===== config.mk =====
export PLATFORM = sky130hd
export DESIGN_NAME = rs_alu
export DESIGN_NICKNAME = d
export VERILOG_FILES = /design/src/rtl/rs_alu.sv
export SDC_FILE = /design/constraint.sdc
export NUM_CORES = 2
export LEC_CHECK = 0
export ABC_CLOCK_PERIOD_IN_PS = 3700
export BUFFER_PORTS_ARGS = -buffer_cell sky130_fd_sc_hd__buf_2
export CAP_MARGIN = 10
export CELL_PAD_IN_SITES_DETAIL_PLACEMENT = 0
export CELL_PAD_IN_SITES_GLOBAL_PLACEMENT = 1
export CORE_MARGIN = 1
export CORE_UTILIZATION = 30
export DETAILED_ROUTE_END_ITERATION = 12
export PLACE_DENSITY_LB_ADDON = 0.08
export SYNTH_ARGS = -nofsm -noshare
export SYNTH_HDL_FRONTEND = slang
export SYNTH_SLANG_ARGS = --single-unit

===== constraint.sdc =====
create_clock -name clk_in -period 3.7 [get_ports clk_in]
set_input_delay 0.185 -clock clk_in [delete_from_list [all_inputs] [get_ports clk_in]]
set_output_delay 0.185 -clock clk_in [all_outputs]
set_load 0.005 [all_outputs]

===== src/rtl/rs_alu.sv =====
// rs_alu: reservation station for arithmetic / branch-compare instructions.
// Buffers dispatched instructions, snoops the ALU and LSB result broadcasts to
// wake pending operands, and issues the lowest-index ready entry to the ALU
// each cycle through a registered issue port.
// Optional feature macro: RS_CDB_BYPASS_EN lets an entry woken by a broadcast
// issue in that same cycle, with the broadcast value muxed onto the operands.
module rs_alu #(
   parameter int RS_SIZE_BIT  = 3,
   parameter int RS_TYPE_BIT  = 5,
   parameter int ROB_SIZE_BIT = 4
) (
   input  logic                    clk_in,
   input  logic                    rst_in,
   input  logic                    rdy_in,
   input  logic                    rob_clear,
   input  logic                    inst_valid,
   input  logic [RS_TYPE_BIT-1:0]  inst_type,
   input  logic [31:0]             inst_r1_val,
   input  logic [31:0]             inst_r2_val,
   input  logic                    inst_r1_has_dep,
   input  logic                    inst_r2_has_dep,
   input  logic [ROB_SIZE_BIT-1:0] inst_r1_dep,
   input  logic [ROB_SIZE_BIT-1:0] inst_r2_dep,
   input  logic [ROB_SIZE_BIT-1:0] inst_rob_id,
   output logic                    rs_full,
   input  logic                    alu_fi,
   input  logic [ROB_SIZE_BIT-1:0] alu_rob_id,
   input  logic [31:0]             alu_res,
   input  logic                    lsb_fi,
   input  logic [ROB_SIZE_BIT-1:0] lsb_rob_id,
   input  logic [31:0]             lsb_res,
   output logic                    alu_input,
   output logic [RS_TYPE_BIT-1:0]  arith_type,
   output logic [31:0]             r1_val,
   output logic [31:0]             r2_val,
   output logic [ROB_SIZE_BIT-1:0] issue_rob_id
);

   localparam int RS_N = 1 << RS_SIZE_BIT;

   // control state (reset)
   logic [RS_N-1:0] busy_q, busy_d;
   logic [RS_N-1:0] p1_q, p1_d;
   logic [RS_N-1:0] p2_q, p2_d;
   logic                    alu_input_q, alu_input_d;
   logic [RS_TYPE_BIT-1:0]  arith_type_q, arith_type_d;
   logic [31:0]             r1_val_q, r1_val_d;
   logic [31:0]             r2_val_q, r2_val_d;
   logic [ROB_SIZE_BIT-1:0] issue_rob_id_q, issue_rob_id_d;

   // entry payload (not reset; qualified by busy/pending flags)
   logic [RS_TYPE_BIT-1:0]  ent_type_q [RS_N];
   logic [RS_TYPE_BIT-1:0]  ent_type_d [RS_N];
   logic [ROB_SIZE_BIT-1:0] ent_rob_q  [RS_N];
   logic [ROB_SIZE_BIT-1:0] ent_rob_d  [RS_N];
   logic [31:0]             v1_q [RS_N];
   logic [31:0]             v1_d [RS_N];
   logic [31:0]             v2_q [RS_N];
   logic [31:0]             v2_d [RS_N];
   logic [ROB_SIZE_BIT-1:0] q1_q [RS_N];
   logic [ROB_SIZE_BIT-1:0] q1_d [RS_N];
   logic [ROB_SIZE_BIT-1:0] q2_q [RS_N];
   logic [ROB_SIZE_BIT-1:0] q2_d [RS_N];

   // per-entry wakeup hits on each CDB port and issue readiness
   logic [RS_N-1:0] w1a, w1l, w2a, w2l, ready;
   logic            iss_found, disp_found;
   logic [RS_SIZE_BIT-1:0] iss_idx, disp_idx;
   logic d1a, d1l, d2a, d2l;

   assign rs_full      = &busy_q;
   assign alu_input    = alu_input_q;
   assign arith_type   = arith_type_q;
   assign r1_val       = r1_val_q;
   assign r2_val       = r2_val_q;
   assign issue_rob_id = issue_rob_id_q;

   // Match pending tags against both broadcasts and derive issue readiness.
   always_comb begin
      w1a   = '0;
      w1l   = '0;
      w2a   = '0;
      w2l   = '0;
      ready = '0;
      for (int i = 0; i < RS_N; i++) begin
         w1a[i] = busy_q[i] & p1_q[i] & alu_fi & (q1_q[i] == alu_rob_id);
         w1l[i] = busy_q[i] & p1_q[i] & lsb_fi & (q1_q[i] == lsb_rob_id);
         w2a[i] = busy_q[i] & p2_q[i] & alu_fi & (q2_q[i] == alu_rob_id);
         w2l[i] = busy_q[i] & p2_q[i] & lsb_fi & (q2_q[i] == lsb_rob_id);
`ifdef RS_CDB_BYPASS_EN
         ready[i] = busy_q[i] & (~p1_q[i] | w1a[i] | w1l[i])
                              & (~p2_q[i] | w2a[i] | w2l[i]);
`else
         ready[i] = busy_q[i] & ~p1_q[i] & ~p2_q[i];
`endif
      end
      d1a = inst_r1_has_dep & alu_fi & (inst_r1_dep == alu_rob_id);
      d1l = inst_r1_has_dep & lsb_fi & (inst_r1_dep == lsb_rob_id);
      d2a = inst_r2_has_dep & alu_fi & (inst_r2_dep == alu_rob_id);
      d2l = inst_r2_has_dep & lsb_fi & (inst_r2_dep == lsb_rob_id);
   end

   // Priority pick: lowest ready entry to issue, lowest free entry to fill.
   always_comb begin
      iss_found  = 1'b0;
      iss_idx    = '0;
      disp_found = 1'b0;
      disp_idx   = '0;
      for (int i = 0; i < RS_N; i++) begin
         if (!iss_found && ready[i]) begin
            iss_found = 1'b1;
            iss_idx   = RS_SIZE_BIT'(i);
         end
         if (!disp_found && !busy_q[i]) begin
            disp_found = 1'b1;
            disp_idx   = RS_SIZE_BIT'(i);
         end
      end
   end

   // Next-state: flush, wakeup, issue and dispatch; everything holds when rdy_in is low.
   always_comb begin
      busy_d         = busy_q;
      p1_d           = p1_q;
      p2_d           = p2_q;
      ent_type_d     = ent_type_q;
      ent_rob_d      = ent_rob_q;
      v1_d           = v1_q;
      v2_d           = v2_q;
      q1_d           = q1_q;
      q2_d           = q2_q;
      alu_input_d    = alu_input_q;
      arith_type_d   = arith_type_q;
      r1_val_d       = r1_val_q;
      r2_val_d       = r2_val_q;
      issue_rob_id_d = issue_rob_id_q;
      if (rdy_in) begin
         if (rob_clear) begin
            busy_d         = '0;
            alu_input_d    = 1'b0;
            issue_rob_id_d = '0;
         end else begin
            for (int i = 0; i < RS_N; i++) begin
               // ALU port has priority when both ports carry the same tag
               if (w1a[i]) begin
                  v1_d[i] = alu_res;
                  p1_d[i] = 1'b0;
               end else if (w1l[i]) begin
                  v1_d[i] = lsb_res;
                  p1_d[i] = 1'b0;
               end
               if (w2a[i]) begin
                  v2_d[i] = alu_res;
                  p2_d[i] = 1'b0;
               end else if (w2l[i]) begin
                  v2_d[i] = lsb_res;
                  p2_d[i] = 1'b0;
               end
            end
            if (iss_found) begin
               busy_d[iss_idx] = 1'b0;
               alu_input_d     = 1'b1;
               arith_type_d    = ent_type_q[iss_idx];
               issue_rob_id_d  = ent_rob_q[iss_idx];
               r1_val_d        = v1_q[iss_idx];
               r2_val_d        = v2_q[iss_idx];
`ifdef RS_CDB_BYPASS_EN
               if (w1a[iss_idx])      r1_val_d = alu_res;
               else if (w1l[iss_idx]) r1_val_d = lsb_res;
               if (w2a[iss_idx])      r2_val_d = alu_res;
               else if (w2l[iss_idx]) r2_val_d = lsb_res;
`endif
            end else begin
               alu_input_d    = 1'b0;
               issue_rob_id_d = '0;
            end
            if (inst_valid && disp_found) begin
               busy_d[disp_idx]     = 1'b1;
               ent_type_d[disp_idx] = inst_type;
               ent_rob_d[disp_idx]  = inst_rob_id;
               q1_d[disp_idx]       = inst_r1_dep;
               q2_d[disp_idx]       = inst_r2_dep;
               // a producer broadcasting in the dispatch cycle resolves the operand at once
               p1_d[disp_idx] = inst_r1_has_dep & ~d1a & ~d1l;
               p2_d[disp_idx] = inst_r2_has_dep & ~d2a & ~d2l;
               v1_d[disp_idx] = d1a ? alu_res : (d1l ? lsb_res : inst_r1_val);
               v2_d[disp_idx] = d2a ? alu_res : (d2l ? lsb_res : inst_r2_val);
            end
         end
      end
   end

   // Control and issue registers with asynchronous reset.
   always_ff @(posedge clk_in or posedge rst_in) begin
      if (rst_in) begin
         busy_q         <= '0;
         p1_q           <= '0;
         p2_q           <= '0;
         alu_input_q    <= 1'b0;
         arith_type_q   <= '0;
         r1_val_q       <= '0;
         r2_val_q       <= '0;
         issue_rob_id_q <= '0;
      end else begin
         busy_q         <= busy_d;
         p1_q           <= p1_d;
         p2_q           <= p2_d;
         alu_input_q    <= alu_input_d;
         arith_type_q   <= arith_type_d;
         r1_val_q       <= r1_val_d;
         r2_val_q       <= r2_val_d;
         issue_rob_id_q <= issue_rob_id_d;
      end
   end

   // Entry payload storage.
   always_ff @(posedge clk_in) begin
      ent_type_q <= ent_type_d;
      ent_rob_q  <= ent_rob_d;
      v1_q       <= v1_d;
      v2_q       <= v2_d;
      q1_q       <= q1_d;
      q2_q       <= q2_d;
   end

endmodule


; After elaboration in Yosys (flattened, before gate mapping)
; Index checks and enable logic that the tools add are counted.
[classes]
order_cmp = 7
eq_ne = 36
mux = 205
bitwise_logic = 134
n_reduce_logical = 42
[ops]
columns = op, n
row1 = 32-bit two-way mux, 73
row2 = 256-bit bitwise mux, 2
row3 = 256-bit two-way mux, 2
row4 = 32-bit binary-select mux with 3-bit select, 2
row5 = 4-bit equality test, 36
row6 = 1-bit bitwise AND, 108
row7 = 32-bit bitwise mux, 3
row8 = 32-bit demux with 3-bit select, 1
row9 = 1-bit two-way mux, 86
row10 = 8-bit two-way mux, 7
row11 = 40-bit bitwise mux, 1
row12 = 3-bit two-way mux, 12
row13 = 1-bit NOT, 21
row14 = 1-bit logical NOT, 20
row15 = 4-bit two-way mux, 5
row16 = 1-bit logical AND, 18
row17 = 8-bit bitwise mux, 2
row18 = 5-bit binary-select mux with 3-bit select, 1
row19 = 5-bit demux with 3-bit select, 1
row20 = 5-bit two-way mux, 3
row21 = 4-bit binary-select mux with 3-bit select, 1
row22 = 4-bit demux with 3-bit select, 1
row23 = 8-bit bitwise AND, 1
row24 = "4-bit >= comparator, second input constant", 2
row25 = 10 further kinds, 15
[word_totals]
reg_bits = 746
inputBits = 162
out_inout_bits = 75
wordCells = 480

; Longest topological paths before layout
[depth]
ltp_word = 37
mapped_depth = 10

; Worst setup path after synthesis
; No wires, ideal clock.
[synth_timing]
kind = input -> register
start = input rob_clear
end = register p1_q[1]
arrival_ps = 13439
required_ps = 3549
slack_ps = -9890
cell_stages = 6
cell_sequence = clkbuf_1 > nand2b_1 > clkbuf_1 > inv_1 > nand4_1 > o22ai_1
[synth_between]
elab_chain_len = 2
[synth_rtl]
columns = item, line_no
row1 = from (decl), 15  ; input logic rob_clear,
row2 = 1-bit NOT (no line), --
row3 = 2-bit AND reduction (no line), --
row4 = to (signal assigned), 206  ; p1_q <= p1_d;
row5 = to (decl), 43  ; logic [RS_N-1:0] p1_q, p1_d;
; No other way between the ends.
; A chain may end at the register's enable or synchronous reset.

; Final worst setup path
[layout_timing]
start = register busy_q[5]
end = register r1_val_q[6], in the netlist r1_val[6]
[layout_between]
elab_chain_len = 14
word_cells_on_any_way = 18
[layout_rtl]
columns = item, line_no
row1 = from (decl), 42  ; logic [RS_N-1:0] busy_q, busy_d;
row2 = from (signal assigned), 205  ; busy_q <= busy_d;
row3 = 1-bit bitwise AND (*) (2 in a row), 94  ; ready[i] = busy_q[i] & ~p1_q[i] & ~p2_q[i];
row4 = 1-bit logical AND (*), 110  ; if (!iss_found && ready[i]) begin
row5 = 1-bit two-way mux, 110
row6 = 1-bit logical NOT, 110
row7 = 1-bit logical AND, 110
row8 = 1-bit two-way mux, 110
row9 = 1-bit logical NOT, 110
row10 = 1-bit logical AND, 110
row11 = 3-bit two-way mux, 110
row12 = 3-bit NOT with 4-bit output (not written as such), 165  ; r1_val_d = v1_q[iss_idx];
row13 = 32-bit binary-select mux with 3-bit select, 165
row14 = 32-bit two-way mux (not written as such) (2 in a row), 165
row15 = to (signal assigned), 210  ; r1_val_q <= r1_val_d;
row16 = to (decl), 47  ; logic [31:0] r1_val_q, r1_val_d;
; Mark *: on every way between the ends. The rest lies on a longest branch, timed or not. The select of a mux whose other input is x is not followed.

==> impl_metrics.ini <==
[outcome]
status = finished clean

[setup_path]
r2r-end = r1_val[6]$_DFFE_PP0P_
cp.arrival_ns = 3.70
required_ns = 4.31
r2r_cells = 6
endpoint_kind = flop
crit_fanout = 64
ff2ff_setup_slack_ns = 0.61
rr_startpoint = busy_q[5]$_DFFE_PP0P_
crit_path_start_kind = flop
critPathKind = flop to flop
endpoint = r1_val[6]$_DFFE_PP0P_
crit_path_start = busy_q[5]$_DFFE_PP0P_

[clocking]
cts_tree = done
root_buffer = clkbuf_16
cts_hold_buf = 21
clock_path_buffers = 3
clkSinkCount = 746
path_clk_slew_ns = 0.06
cts_setup_buffers = 0
clock_insertion_delay_worst_skew_ns = 0.74
cts_buffers = 97
cts_resized = 0
htree_levels = 3

[timing]
finalHoldViolCount = 0
fmax_mhz = 324
fin_crit_sh = 0.835
drv_slew = 0
max_slew_margin = 0.184
setup_tns_ns = 0
holdWs_ns = 0.0400
worst_pin_slew_ns = 1.22
rsz0062_at_grt = false
finalSetupViolCount = 0
min_period_ns = 3.09
clock_skew_ns = 0.0389

[yosys]
syn-num-nets = 4509
ys_ff_latch = 746
synth_edf_count = 648
yosys-top-cells-area = edfxtp_1 41%, mux2i_1 17%, a211o_1 9.4%, dfrtp_1 5.1%, nor2_1 4.1%
ys.flop_type = edfxtp_1
synthArstFlopShare = 0.131
syn-mean-instance-area_um2 = 11.0
syn_inst = 4347
ys_types = 57
ys_warn_count = 0
synth_commonest_cells = 797 x mux2i_1, 648 x edfxtp_1, 528 x nor2_1, 515 x a211o_1, 385 x o21ai_0
yosys.cell_count.top_type = mux2i_1
yosysTopAreaCell = edfxtp_1
syn_area_um2 = 48000
ys_seq_area_frac = 0.456
yosysTopAreaCellShare = 0.405

[floorplanning]
fp.coreArea_um2 = 159000
fp-row-count = 146
die_w_um = 402
die-height_um = 402
ioPinCount = 237
start_util = 0.303
die-area_um2 = 162000

[global_routing]
antenna_found_initial = 6
grt_use_total = 0.253
grt_pass1_wl_mm = 294
grt_pass1_vias = 36500
grt_max_degree = 97
grt_overflow = 0

[power_and_ir_drop]
power.leakage_nw = 23.2
irDropWorstVdd_mv = 0.382
power_density_nw_per_um2 = 443

[place]
gp_congestion = 0.763
dp_hpwl_mm = 116
port_buffers = 236
dpl_cell_area_um2 = 51200

[routing]
routed_via_density = 5.74
vias = 37000
drt-total-wl_mm = 209
drc = 0
drt-wirelength-per-cell_um = 32.4
drt-initial-drc-count = 3168
drtAntennaViolNets = 0
dr.pass1.iters = 8

[cells_and_area]
num-fill-cells = 15900
final_nets = 4455
utilization = 0.344
syn_to_final_growth_pct = 13.6
drive_gt1_frac = 0.158
final_cell_area_um2 = 54500

[hold_path]
hold_class = primary input to flop
min_from = inst_r1_val[8]

[job]
max-cap-violations = 0
-- power breakdown --
group	switching (W)	internal (W)	leakage, nW
Combinational	0.00214	0.00168	14.5
Sequential	0.000737	0.00996	7.17
Clock	0.00418	0.00543	1.50
Total	0.00706	0.0171	23.2
-- worst max-delay path, cell delays in order (launching register included) --
cell and delay (ns):
dfrtp_1 0.55, nor3b_2 0.29, a21oi_1 0.66, nand2b_4 0.42, buf_12 0.45, o221ai_1 0.29
o22a_1 0.23
-- cells by family (layout without fill, tap and decap cells) --
kind of cell,after synthesis,after routing,share of synthesized area
AOI/OAI and AO/OA,1321,1321,0.194
xor gates and xnor gates,141,141,0.0257
buffers and inverters,563,589,0.0544
DFF,746,746,0.456
muxes,929,929,0.211
other,0,1,0
and+or+nand+nor,647,647,0.0591
-- how the worst min path moves through the flow --
stage / endpoint / cells after the start
4_1_cts: v2_q[42]$_DFFE_PP_ / 4
3_3_place_gp: r2_val[7]$_DFFE_PP0P_ / 2
3_5_place_dp: r2_val[7]$_DFFE_PP0P_ / 2
6_report: v1_q[40]$_DFFE_PP_ / 4
2_1_floorplan: ent_rob_q[0]$_DFFE_PP_ / 0
5_1_grt: v2_q[42]$_DFFE_PP_ / 4
-- registers in the layout, summed over array words and instances (netlist names), 5 cells and up --
name	cells
v1_q	256
arith_type	5
r2_val	32
v2_q	256
r1_val	32
q1_q	32
p2_q	8
p1_q	8
ent_type_q	40
ent_rob_q	32
busy_q	8
q2_q	32
-- per-stage QoR --
| stage | worst slack [ns] | cells | power, W |
|---|---|---|---|
| final | 0.611 | 6446 | 0.0241 |
| after global routing | 0.393 | 6445 | 0.0250 |
| after floorplan | -5.30 | 4347 | 0.0129 |
| after CTS | 0.579 | 6445 | 0.0244 |
| after detailed placement | 0.598 | 6245 | 0.0147 |
| after global placement | 0.564 | 6245 | 0.0147 |
-- layout make-up --
cell class	count	area (um2)	share of cell area
inverters	23	95.1	0.00174
multi-input cells	3038	23800	0.436
clock buffers	150	2720	0.0498
clock inverters	29	403	0.00739
repair buffers	387	3030	0.0556
diodes	1	2.50	0.0000459
well taps	2072	2590	0.0475
flip-flops and latches	746	21900	0.402
-- placed cells by master, fill, tap and decap left out, drive strengths merged, types with 3 or more instances in the layout --
cell type and count:
clkinv 21, bufinv 5, edfxtp 648, nand2 6, mux2i 855, nand2b 3
a21o 3, a221oi 3, or3b 6, o22a 69, a21oi 5, dfrtp 98
dlygate4sd3 21, nor3 3, o21ai 533, xnor2 35, and4 3, nand3 4
buf 366, xor2 106, inv 24, and3 4, or4 31, o2bb2ai 4
o221ai 71, nor3b 8, nand4 42, nor2 528, a211o 515, o22ai 88
a31oi 18, clkbuf 150, mux2 74
-- metal layers --
layer | share of wire | track usage | wire (um)
met1 | 0.46 | 0.352 | 95800
met2 | 0.48 | 0.423 | 100000
met3 | 0.044 | 0.0267 | 9100
met4 | 0.018 | 0.0476 | 3670
met5 | 0 | 0 | 0
(Power assumes the default switching activity.)
